**config.mk**
```make
export PLATFORM = sky130hd
export DESIGN_NAME = multicycle_control_flat
export DESIGN_NICKNAME = d
export VERILOG_FILES = /design/src/rtl/multicycle_control_if.sv /design/src/rtl/multicycle_control.sv /design/src/flat_wrapper.sv
export SDC_FILE = /design/constraint.sdc
export NUM_CORES = 1
export LEC_CHECK = 0
export ABC_AREA = 1
export CORE_AREA = 2 2 74 105
export CTS_CLUSTER_DIAMETER = 80
export DETAILED_ROUTE_END_ITERATION = 10
export DIE_AREA = 0 0 76 107
export PLACE_DENSITY = 0.62
export REMOVE_ABC_BUFFERS = 1
export SLEW_MARGIN = 20
export SYNTH_ARGS = -nofsm -noshare
export SYNTH_HDL_FRONTEND = slang
export SYNTH_SLANG_ARGS = --single-unit
```
**constraint.sdc**
```tcl
create_clock -name clk -period 2.8 [get_ports clk]
set_input_delay 0.56 -clock clk [delete_from_list [all_inputs] [get_ports clk]]
set_output_delay 0.56 -clock clk [all_outputs]
set_load 0.005 [all_outputs]
```
**src/rtl/multicycle_control_if.sv**
```systemverilog
// Bundle of the control unit's opcode/handshake inputs and datapath control outputs.
// master: the control unit; slave: the datapath/memory side.
interface multicycle_control_if #(
    parameter int ALUOP_W = 2,
    parameter int CNT_W   = 32
);
    logic [5:0]         OPcode;
    logic               mem_ready;
    logic               PCWrite;
    logic               PCWriteCond;
    logic               BranchNe;
    logic               IorD;
    logic               MemRead;
    logic               MemWrite;
    logic               IRWrite;
    logic               MemtoReg;
    logic               RegDst;
    logic               RegWrite;
    logic               ALUSrcA;
    logic [1:0]         ALUSrcB;
    logic [ALUOP_W-1:0] ALUOp;
    logic [1:0]         PCSource;
    logic               instr_done;
    logic               illegal_op;
    logic               bus_err;
    logic [CNT_W-1:0]   retired;

    modport master (
        input  OPcode, mem_ready,
        output PCWrite, PCWriteCond, BranchNe, IorD, MemRead, MemWrite, IRWrite,
               MemtoReg, RegDst, RegWrite, ALUSrcA, ALUSrcB, ALUOp, PCSource,
               instr_done, illegal_op, bus_err, retired
    );

    modport slave (
        output OPcode, mem_ready,
        input  PCWrite, PCWriteCond, BranchNe, IorD, MemRead, MemWrite, IRWrite,
               MemtoReg, RegDst, RegWrite, ALUSrcA, ALUSrcB, ALUOp, PCSource,
               instr_done, illegal_op, bus_err, retired
    );
endinterface

```
**src/rtl/multicycle_control.sv**
```systemverilog
// Multi-cycle MIPS control FSM: sequences each instruction, stalls on mem_ready with a
// timeout, flags illegal opcodes and counts retired instructions.
module multicycle_control #(
    parameter int ALUOP_W     = 2,
    parameter int IMM_EN      = 1,
    parameter int MEM_TIMEOUT = 15,
    parameter int CNT_W       = 32
) (
    input  logic                clk,
    input  logic                rst_n,
    multicycle_control_if.master bus
);
    typedef enum logic [3:0] {
        S_FETCH, S_DECODE, S_MEMADR, S_MEMRD, S_MEMWB, S_MEMWR, S_REXEC,
        S_RWB, S_IEXEC, S_IWB, S_BRANCH, S_JUMP, S_HALT
    } state_t;

    localparam logic [5:0] OP_RTYPE = 6'b000000;
    localparam logic [5:0] OP_LW    = 6'b100011;
    localparam logic [5:0] OP_SW    = 6'b101011;
    localparam logic [5:0] OP_BEQ   = 6'b000100;
    localparam logic [5:0] OP_BNE   = 6'b000101;
    localparam logic [5:0] OP_J     = 6'b000010;
    localparam logic [5:0] OP_ADDI  = 6'b001000;
    localparam logic [5:0] OP_ANDI  = 6'b001100;
    localparam logic [5:0] OP_ORI   = 6'b001101;
    localparam logic [5:0] OP_SLTI  = 6'b001010;

    localparam logic [ALUOP_W-1:0] ALU_ADD   = ALUOP_W'(0);
    localparam logic [ALUOP_W-1:0] ALU_SUB   = ALUOP_W'(1);
    localparam logic [ALUOP_W-1:0] ALU_FUNCT = ALUOP_W'(2);
    localparam logic [ALUOP_W-1:0] ALU_IMM   = ALUOP_W'(3);
    localparam logic [7:0]         TMO_LAST  = 8'(MEM_TIMEOUT - 1);

    state_t           state_q, state_d;
    logic [7:0]       tmo_q, tmo_d;
    logic             illegal_q, illegal_d;
    logic             bus_err_q, bus_err_d;
    logic [CNT_W-1:0] retired_q, retired_d;
    logic             mem_wait;
    logic             instr_done;

    always_ff @(posedge clk) begin
        if (!rst_n) begin
            state_q   <= S_FETCH;
            tmo_q     <= '0;
            illegal_q <= 1'b0;
            bus_err_q <= 1'b0;
            retired_q <= '0;
        end else begin
            state_q   <= state_d;
            tmo_q     <= tmo_d;
            illegal_q <= illegal_d;
            bus_err_q <= bus_err_d;
            retired_q <= retired_d;
        end
    end

    assign mem_wait   = ((state_q == S_FETCH) || (state_q == S_MEMRD) || (state_q == S_MEMWR))
                        && !bus.mem_ready;
    assign instr_done = (state_q == S_MEMWB) || (state_q == S_RWB) || (state_q == S_IWB) ||
                        (state_q == S_BRANCH) || (state_q == S_JUMP) ||
                        ((state_q == S_MEMWR) && bus.mem_ready);

    always_comb begin
        state_d   = state_q;
        tmo_d     = '0;
        illegal_d = illegal_q;
        bus_err_d = bus_err_q;
        retired_d = retired_q + CNT_W'(instr_done);
        case (state_q)
            S_FETCH:  if (bus.mem_ready) state_d = S_DECODE;
            S_DECODE: begin
                case (bus.OPcode)
                    OP_RTYPE:      state_d = S_REXEC;
                    OP_LW, OP_SW:  state_d = S_MEMADR;
                    OP_BEQ, OP_BNE: state_d = S_BRANCH;
                    OP_J:          state_d = S_JUMP;
                    OP_ADDI, OP_ANDI, OP_ORI, OP_SLTI: begin
                        if (IMM_EN != 0) begin
                            state_d = S_IEXEC;
                        end else begin
                            state_d   = S_HALT;
                            illegal_d = 1'b1;
                        end
                    end
                    default: begin
                        state_d   = S_HALT;
                        illegal_d = 1'b1;
                    end
                endcase
            end
            // sw differs from lw only in OPcode[3]
            S_MEMADR: state_d = bus.OPcode[3] ? S_MEMWR : S_MEMRD;
            S_MEMRD:  if (bus.mem_ready) state_d = S_MEMWB;
            S_MEMWB:  state_d = S_FETCH;
            S_MEMWR:  if (bus.mem_ready) state_d = S_FETCH;
            S_REXEC:  state_d = S_RWB;
            S_RWB:    state_d = S_FETCH;
            S_IEXEC:  state_d = S_IWB;
            S_IWB:    state_d = S_FETCH;
            S_BRANCH: state_d = S_FETCH;
            S_JUMP:   state_d = S_FETCH;
            default:  state_d = S_HALT;
        endcase
        // Stall watchdog: the counter only survives consecutive waiting cycles.
        if (mem_wait) begin
            if (tmo_q >= TMO_LAST) begin
                state_d   = S_HALT;
                bus_err_d = 1'b1;
            end else begin
                tmo_d = tmo_q + 8'd1;
            end
        end
    end

    always_comb begin
        bus.PCWrite     = 1'b0;
        bus.PCWriteCond = 1'b0;
        bus.BranchNe    = 1'b0;
        bus.IorD        = 1'b0;
        bus.MemRead     = 1'b0;
        bus.MemWrite    = 1'b0;
        bus.IRWrite     = 1'b0;
        bus.MemtoReg    = 1'b0;
        bus.RegDst      = 1'b0;
        bus.RegWrite    = 1'b0;
        bus.ALUSrcA     = 1'b0;
        bus.ALUSrcB     = 2'b00;
        bus.ALUOp       = ALU_ADD;
        bus.PCSource    = 2'b00;
        case (state_q)
            S_FETCH: begin
                bus.MemRead = 1'b1;
                bus.ALUSrcB = 2'b01;
                bus.IRWrite = bus.mem_ready;
                bus.PCWrite = bus.mem_ready;
            end
            S_DECODE: bus.ALUSrcB = 2'b11;
            S_MEMADR: begin
                bus.ALUSrcA = 1'b1;
                bus.ALUSrcB = 2'b10;
            end
            S_MEMRD: begin
                bus.MemRead = 1'b1;
                bus.IorD    = 1'b1;
            end
            S_MEMWB: begin
                bus.RegWrite = 1'b1;
                bus.MemtoReg = 1'b1;
            end
            S_MEMWR: begin
                bus.MemWrite = 1'b1;
                bus.IorD     = 1'b1;
            end
            S_REXEC: begin
                bus.ALUSrcA = 1'b1;
                bus.ALUOp   = ALU_FUNCT;
            end
            S_RWB: begin
                bus.RegWrite = 1'b1;
                bus.RegDst   = 1'b1;
            end
            S_IEXEC: begin
                bus.ALUSrcA = 1'b1;
                bus.ALUSrcB = 2'b10;
                bus.ALUOp   = ALU_IMM;
            end
            S_IWB: bus.RegWrite = 1'b1;
            S_BRANCH: begin
                bus.ALUSrcA     = 1'b1;
                bus.ALUOp       = ALU_SUB;
                bus.PCWriteCond = 1'b1;
                bus.PCSource    = 2'b01;
                bus.BranchNe    = bus.OPcode[0];
            end
            S_JUMP: begin
                bus.PCWrite  = 1'b1;
                bus.PCSource = 2'b10;
            end
            default: ;
        endcase
    end

    assign bus.instr_done = instr_done;
    assign bus.illegal_op = illegal_q;
    assign bus.bus_err    = bus_err_q;
    assign bus.retired    = retired_q;
endmodule

```
**src/flat_wrapper.sv**
```systemverilog
// flat-port wrapper written by rule: the top's interface ports become plain ports
module multicycle_control_flat 
#(
    parameter int ALUOP_W     = 2,
    parameter int IMM_EN      = 1,
    parameter int MEM_TIMEOUT = 15,
    parameter int CNT_W       = 32
)
  (clk, rst_n, bus_OPcode, bus_mem_ready, bus_PCWrite, bus_PCWriteCond, bus_BranchNe, bus_IorD, bus_MemRead, bus_MemWrite, bus_IRWrite, bus_MemtoReg, bus_RegDst, bus_RegWrite, bus_ALUSrcA, bus_ALUSrcB, bus_ALUOp, bus_PCSource, bus_instr_done, bus_illegal_op, bus_bus_err, bus_retired);
  multicycle_control_if #(.ALUOP_W(ALUOP_W), .CNT_W(CNT_W)) bus_i ();
  input  logic clk;
  input  logic rst_n;
  input wire logic [$bits(bus_i.OPcode)-1:0] bus_OPcode;
  input wire logic [$bits(bus_i.mem_ready)-1:0] bus_mem_ready;
  output wire logic [$bits(bus_i.PCWrite)-1:0] bus_PCWrite;
  output wire logic [$bits(bus_i.PCWriteCond)-1:0] bus_PCWriteCond;
  output wire logic [$bits(bus_i.BranchNe)-1:0] bus_BranchNe;
  output wire logic [$bits(bus_i.IorD)-1:0] bus_IorD;
  output wire logic [$bits(bus_i.MemRead)-1:0] bus_MemRead;
  output wire logic [$bits(bus_i.MemWrite)-1:0] bus_MemWrite;
  output wire logic [$bits(bus_i.IRWrite)-1:0] bus_IRWrite;
  output wire logic [$bits(bus_i.MemtoReg)-1:0] bus_MemtoReg;
  output wire logic [$bits(bus_i.RegDst)-1:0] bus_RegDst;
  output wire logic [$bits(bus_i.RegWrite)-1:0] bus_RegWrite;
  output wire logic [$bits(bus_i.ALUSrcA)-1:0] bus_ALUSrcA;
  output wire logic [$bits(bus_i.ALUSrcB)-1:0] bus_ALUSrcB;
  output wire logic [$bits(bus_i.ALUOp)-1:0] bus_ALUOp;
  output wire logic [$bits(bus_i.PCSource)-1:0] bus_PCSource;
  output wire logic [$bits(bus_i.instr_done)-1:0] bus_instr_done;
  output wire logic [$bits(bus_i.illegal_op)-1:0] bus_illegal_op;
  output wire logic [$bits(bus_i.bus_err)-1:0] bus_bus_err;
  output wire logic [$bits(bus_i.retired)-1:0] bus_retired;
  assign bus_i.OPcode = bus_OPcode;
  assign bus_i.mem_ready = bus_mem_ready;
  assign bus_PCWrite = bus_i.PCWrite;
  assign bus_PCWriteCond = bus_i.PCWriteCond;
  assign bus_BranchNe = bus_i.BranchNe;
  assign bus_IorD = bus_i.IorD;
  assign bus_MemRead = bus_i.MemRead;
  assign bus_MemWrite = bus_i.MemWrite;
  assign bus_IRWrite = bus_i.IRWrite;
  assign bus_MemtoReg = bus_i.MemtoReg;
  assign bus_RegDst = bus_i.RegDst;
  assign bus_RegWrite = bus_i.RegWrite;
  assign bus_ALUSrcA = bus_i.ALUSrcA;
  assign bus_ALUSrcB = bus_i.ALUSrcB;
  assign bus_ALUOp = bus_i.ALUOp;
  assign bus_PCSource = bus_i.PCSource;
  assign bus_instr_done = bus_i.instr_done;
  assign bus_illegal_op = bus_i.illegal_op;
  assign bus_bus_err = bus_i.bus_err;
  assign bus_retired = bus_i.retired;
  multicycle_control #(.ALUOP_W(ALUOP_W), .IMM_EN(IMM_EN), .MEM_TIMEOUT(MEM_TIMEOUT), .CNT_W(CNT_W)) u_core (.clk(clk), .rst_n(rst_n), .bus(bus_i));
endmodule
```
Yosys cells after proc, flatten, opt, wreduce, memory -nomap -nowiden
Cells that the tools add are included.
Word-level totals
  input port bits: 9
  flip-flop bits (word level): 46
Operators by class
  $lt $le $gt $ge: 1
  reductions and logical operators: 25
  multiplexer cells: 22
  add/sub/neg operators: 2
  bitwise gates (word level): 3
  eq/ne operators: 20
Operator list (count)
  32-bit by 1-bit adder with 32-bit output: 1
  4-bit one-hot mux with 8 select lines: 1
  6-bit by 4-bit equality test with 1-bit output, second input constant: 4
  4-bit 2-to-1 mux: 5
  4-bit one-hot mux with 5 select lines: 1
  4-bit by 3-bit equality test with 1-bit output, second input constant: 4
  4-bit equality test, second input constant: 4
  6-bit by 3-bit equality test with 1-bit output, second input constant: 2
  6-bit equality test, second input constant: 2
  2-bit one-hot mux with 3 select lines: 2
  1-bit 2-to-1 mux: 10
  10-bit OR reduction: 1
  2-bit OR reduction: 5
  8-bit by 1-bit adder with 8-bit output, second input constant: 1
  4-bit by 2-bit equality test with 1-bit output, second input constant: 2
  8-bit by 4-bit greater-or-equal comparator with 1-bit output, second input constant: 1
  4-bit OR reduction: 2
  1-bit logical OR: 7
  6-bit by 2-bit equality test with 1-bit output, second input constant: 1
  6-bit zero test: 1
  3-bit OR reduction: 2
  5-bit OR reduction: 1
  4-bit by 1-bit equality test with 1-bit output, second input constant: 1
  4-bit zero test: 1
  7 further kinds: 11

Depth between registers and ports, before layout
Gate-level depths: netlist (run 1).
  word-level depth: 7
  depth in mapped cells: 16

Worst setup path before layout (run 1)
OpenSTA, ideal clock, no wires.
  kind: flip-flop to flip-flop
  from: register u_core.state_q[2]
  to: register u_core.retired_q[24], in the netlist u_core.bus.retired[24]
  stages on the path, launching flop included: 16
  setup time: 128 ps
  path slack: 571 ps
  arrival: 2102 ps
  data required time: 2672 ps
  buffers on the path: 0
  cell sequence: dfxtp_1 inv_1 nor2_2 inv_1 nor2_1 nor3_1 o221ai_1 ha_1 ha_1 nand3_2 inv_1 nand2_1 nor2_2 nand3_1 nand2_1 nor2_1
On the way
  cells in the longest elaborated chain, start to end: 7
  elaborated cells between the ends (all ways): 13
  those cells by class: 1 x add/sub; 6 x eq/ne; 6 x reduce/logical
RTL lines
  start: declaration: RTL line multicycle_control.sv:35  | state_t state_q, state_d;
  start signal: assignment: RTL line multicycle_control.sv:51  | state_q <= state_d;
  4-bit by 3-bit equality test with 1-bit output: RTL line multicycle_control.sv:61  | assign instr_done = (state_q == S_MEMWB) || (state_q == S_RWB) || (state_q == S_IWB) ||
  1-bit logical OR (3 in series): RTL line multicycle_control.sv:61
  1-bit logical OR: RTL line multicycle_control.sv:62  | (state_q == S_BRANCH) || (state_q == S_JUMP) ||
  1-bit logical OR *: RTL line multicycle_control.sv:62
  named net bus_instr_done: RTL line flat_wrapper.sv:29  | output wire logic [$bits(bus_i.instr_done)-1:0] bus_instr_done;
  32-bit by 1-bit adder with 32-bit output *: RTL line multicycle_control.sv:70  | retired_d = retired_q + CNT_W'(instr_done);
  end signal: assignment: RTL line multicycle_control.sv:55  | retired_q <= retired_d;
  end: declaration: RTL line multicycle_control.sv:39  | logic [CNT_W-1:0] retired_q, retired_d;
The timed path passes the listed nets; every way through them passes the cells marked *.
A chain may end at the register's enable or synchronous reset.

Final worst setup path (run 1)
  from: register u_core.state_q[2]
  to: output port bus_instr_done
On the way
  cells in the longest elaborated chain, start to end: 6
  elaborated cells between the ends (all ways): 12
  those cells by class: 6 x eq/ne; 6 x reduce/logical
RTL lines (RTL line)
  4-bit by 3-bit equality test with 1-bit output: multicycle_control.sv:61
  1-bit logical OR (3 in series): multicycle_control.sv:61
  1-bit logical OR: multicycle_control.sv:62
  1-bit logical OR *: multicycle_control.sv:62
  end: declaration: flat_wrapper.sv:29
Every way passes the cells marked *; elsewhere a longest branch is shown, timed or not.

==> results.py, run 1 <==
metrics = {
    "timing": {
        "period_needed_ps": 2520,
        "hold_viol": 0,
        "min_period_over_period_pct": 90.1,
        "max_freq_mhz": 396,
        "finalSetupViolCount": 0,
        "layout_setup_ws_ps": 276,
        "rsz0062_at_grt": "no",
        "skew_ps": 7.13,
        "setup_tns_ps": 0,
        "finalMaxSlewViolations": 0,
    },
    "drt": {
        "avgViaCountPerCell": 4.77,
        "dr.pass1.iters": 4,
        "ant_nets": 0,
        "routedWlPerCell_um": 12.4,
        "wirelength_um": 7080,
        "drc": 0,
        "drt_iter0_drc": 175,
        "routed-via-count": 2731,
    },
    "worst_setup_path": {
        "crit_fanout": 7,
        "path_cells": "nor2_1, inv_1, nor2_1, nor3_1, o221ai_1, clkdlybuf4s50_1",
        "critPathArrivalTime_ps": 1960,
        "worstSetupPathType": "flop to primary output",
        "slowest_stage": "clkdlybuf4s50_1",
        "cp-end-kind": "primary output",
        "crit_path_start_kind": "flop",
        "path_common_cell": "nor2_1",
        "r2r_start": "u_core.state_q[2]",
        "required_ps": 2240,
        "max_stage_delay_ps": 500,
        "r2r_cells": 15,
        "reg2reg_slack_ps": 470,
        "r2r_end": "u_core.bus.retired[24]",
    },
    "clocking": {
        "htree_levels": 2,
        "clkSinkCount": 46,
        "cts_tree": "done",
        "cts.path.max_buffers": 2,
        "clock_latency_ps": 290,
        "cts_hold_buf": 0,
        "cts_root_buffer": "clkbuf_8",
        "cts.repair.resized": 0,
        "cts_setup_buffers": 0,
        "cts_buffers": 5,
        "path_clk_slew_ps": 80,
    },
    "floorplanning": {
        "fp.dieH_um": 107,
        "die_w_um": 76,
        "dieArea_um2": 8130,
        "initial_core_util_pct": 35.2,
        "row_count": 37,
        "coreArea_um2": 7180,
        "io_pins": 61,
    },
    "final_layout": {
        "final_common_cell": "nand2_1",
        "layout_common_cells": "109 x nand2_1, 79 x nor2_1, 60 x clkdlybuf4s50_1, 53 x inv_1, 46 x dfxtp_1",
        "synthToLayoutAreaGrowth_pct": 33.8,
        "multi_input_area_um2": 1400,
        "diodes": 0,
        "fin_cells": 573,
        "finalNetCount": 488,
        "seqCellArea_um2": 921,
        "n_fill_cell": 763,
        "drive_above_1_share_pct": 4.41,
        "fin_util_pct": 47.1,
    },
    "placed_design": {
        "place_inst": 565,
        "portBuffers": 60,
        "dp_slack_ps": 186,
        "dp_hpwl_um": 5720,
        "gp_congestion": 0.884,
    },
    "synthesis": {
        "synth_cell_types": 28,
        "synth_warnings": 0,
        "syn_avg_cell_area_um2": 6.24,
        "synth_flop_cell": "dfxtp_1",
        "synth_cells": 405,
        "async_reset_ff_share_pct": 0,
        "ys_ff_latch": 46,
        "syn_area_um2": 2530,
        "ys_seq_area_share_pct": 36.4,
        "synth_edf_count": 0,
    },
    "power": {
        "p_clk_share_pct": 26.5,
        "leakage_uw": 0.00119,
        "swShare_pct": 30.4,
        "combPwrFrac_pct": 33.1,
        "p_sw_uw": 554,
        "power_frac_seq_pct": 40.4,
        "peakVddDrop_mv": 0.427,
        "power_density_nw_per_um2": 538,
        "intPower_uw": 1270,
        "power_uw": 1820,
    },
    "worst_hold_path": {
        "hold_end": "u_core.bus.bus_err",
        "min_from": "u_core.bus.bus_err",
        "hold_depth": 2,
        "hold_path_class": "flop to flop",
    },
    "run_status": {
        "status": "completed",
    },
    "run": {
        "maxCapViolCount": 0,
    },
    "global_routing": {
        "overflow": 0,
        "grt_pass1_vias": 2554,
        "antenna_found_initial": 0,
        "grt_use_total_pct": 17.6,
        "grt_max_degree": 28,
        "grt_pass1_wl_um": 11600,
    },
}
per-stage QoR:
stage / hold slack [ps] / instance area (µm²)
CTS: 458 / 3380
floorplan: 430 / 2520
global placement: 441 / 3280
detailed placement: 445 / 3280
global route: 490 / 3380
finish: 455 / 3380
final cells by class:
| type | instances | share of cell area (%) |
|---|---|---|
| sequential | 46 | 27.2 |
| inverter | 53 | 5.88 |
| clock buffer | 7 | 2.26 |
| multi-input combinational | 304 | 41.3 |
| timing repair buffer | 65 | 18.9 |
| tap | 97 | 3.59 |
| clock inverter | 1 | 0.888 |
logic make-up (layout without fill, tap and decap cells):
group / after synthesis / count (layout) / share of synthesized area (%)
AOI/OAI and AO/OA: 41 / 41 / 8.61
xor gates and xnor gates: 7 / 7 / 2.43
adders and majority gates: 4 / 4 / 1.98
buffers and inverters: 57 / 126 / 8.61
DFF: 46 / 46 / 36.4
other: 1 / 3 / 0.148
and+or+nand+nor: 249 / 249 / 41.8
worst max-delay path by stage:
stage | from | end | cells past startpoint
after detailed placement | bus_mem_ready | u_core.bus.retired[24] | 12
after global routing | u_core.state_q[1] | bus_BranchNe | 7
after floorplan | u_core.state_q[2] | u_core.bus.retired[24] | 15
after CTS | u_core.state_q[2] | bus_instr_done | 6
after global placement | bus_mem_ready | u_core.bus.retired[24] | 12
final | u_core.state_q[2] | bus_instr_done | 6
power by group through the flow:
stage | Combinational [µW] | Sequential [µW] | Clock (µW)
2_1_floorplan | 288 | 745 | 0
3_3_place_gp | 605 | 750 | 0
3_5_place_dp | 593 | 750 | 0
4_1_cts | 603 | 735 | 496
5_1_grt | 674 | 742 | 519
6_report | 602 | 735 | 483
Yosys cell counts (3+ instances only):
cell	instances	area share, %
nand3_1	30	5.9
a21oi_1	27	5.3
o21ai_0	9	1.8
clkbuf_1	3	0.45
ha_1	4	2.0
inv_1	53	7.9
nor3_1	13	2.6
nor2_1	79	12
xnor2_1	3	1.0
nand3b_1	4	1.2
xor2_1	4	1.4
nand2_1	109	16
nor2_2	4	0.99
dfxtp_1	46	36
per-layer routing:
metal,vias up,routed length [µm],global-route usage [%]
li1,1410,-,-
met1,1190,2810,18.1
met2,102,3390,32.1
met3,29,479,4.12
met4,0,399,11.0
met5,-,0,0
worst max-delay path, delay by kind of cell (launching register included):
family                 cells  cell delay, ps
buffers and inverters      2             680
and+or+nand+nor            3             350
DFF                        1             420
AOI/OAI and AO/OA          1             220
flip-flops by register name (all words and copies together) (netlist names):
register / count
u_core.tmo_q: 8
u_core.state_q: 4
u_core.bus.bus_err: 1
u_core.bus.illegal_op: 1
u_core.bus.retired: 32
Note: power is estimated with default switching activity, not from simulation.
==> run 2, diff against run 1 <==
--- a/config.mk
+++ b/config.mk
@@ -16,3 +16,4 @@
 export SYNTH_ARGS = -nofsm -noshare
 export SYNTH_HDL_FRONTEND = slang
 export SYNTH_SLANG_ARGS = --single-unit
+export TNS_END_PERCENT = 1
==> results of run 2 <==
The final DEF is identical to that of run 1; final timing and power are the same.
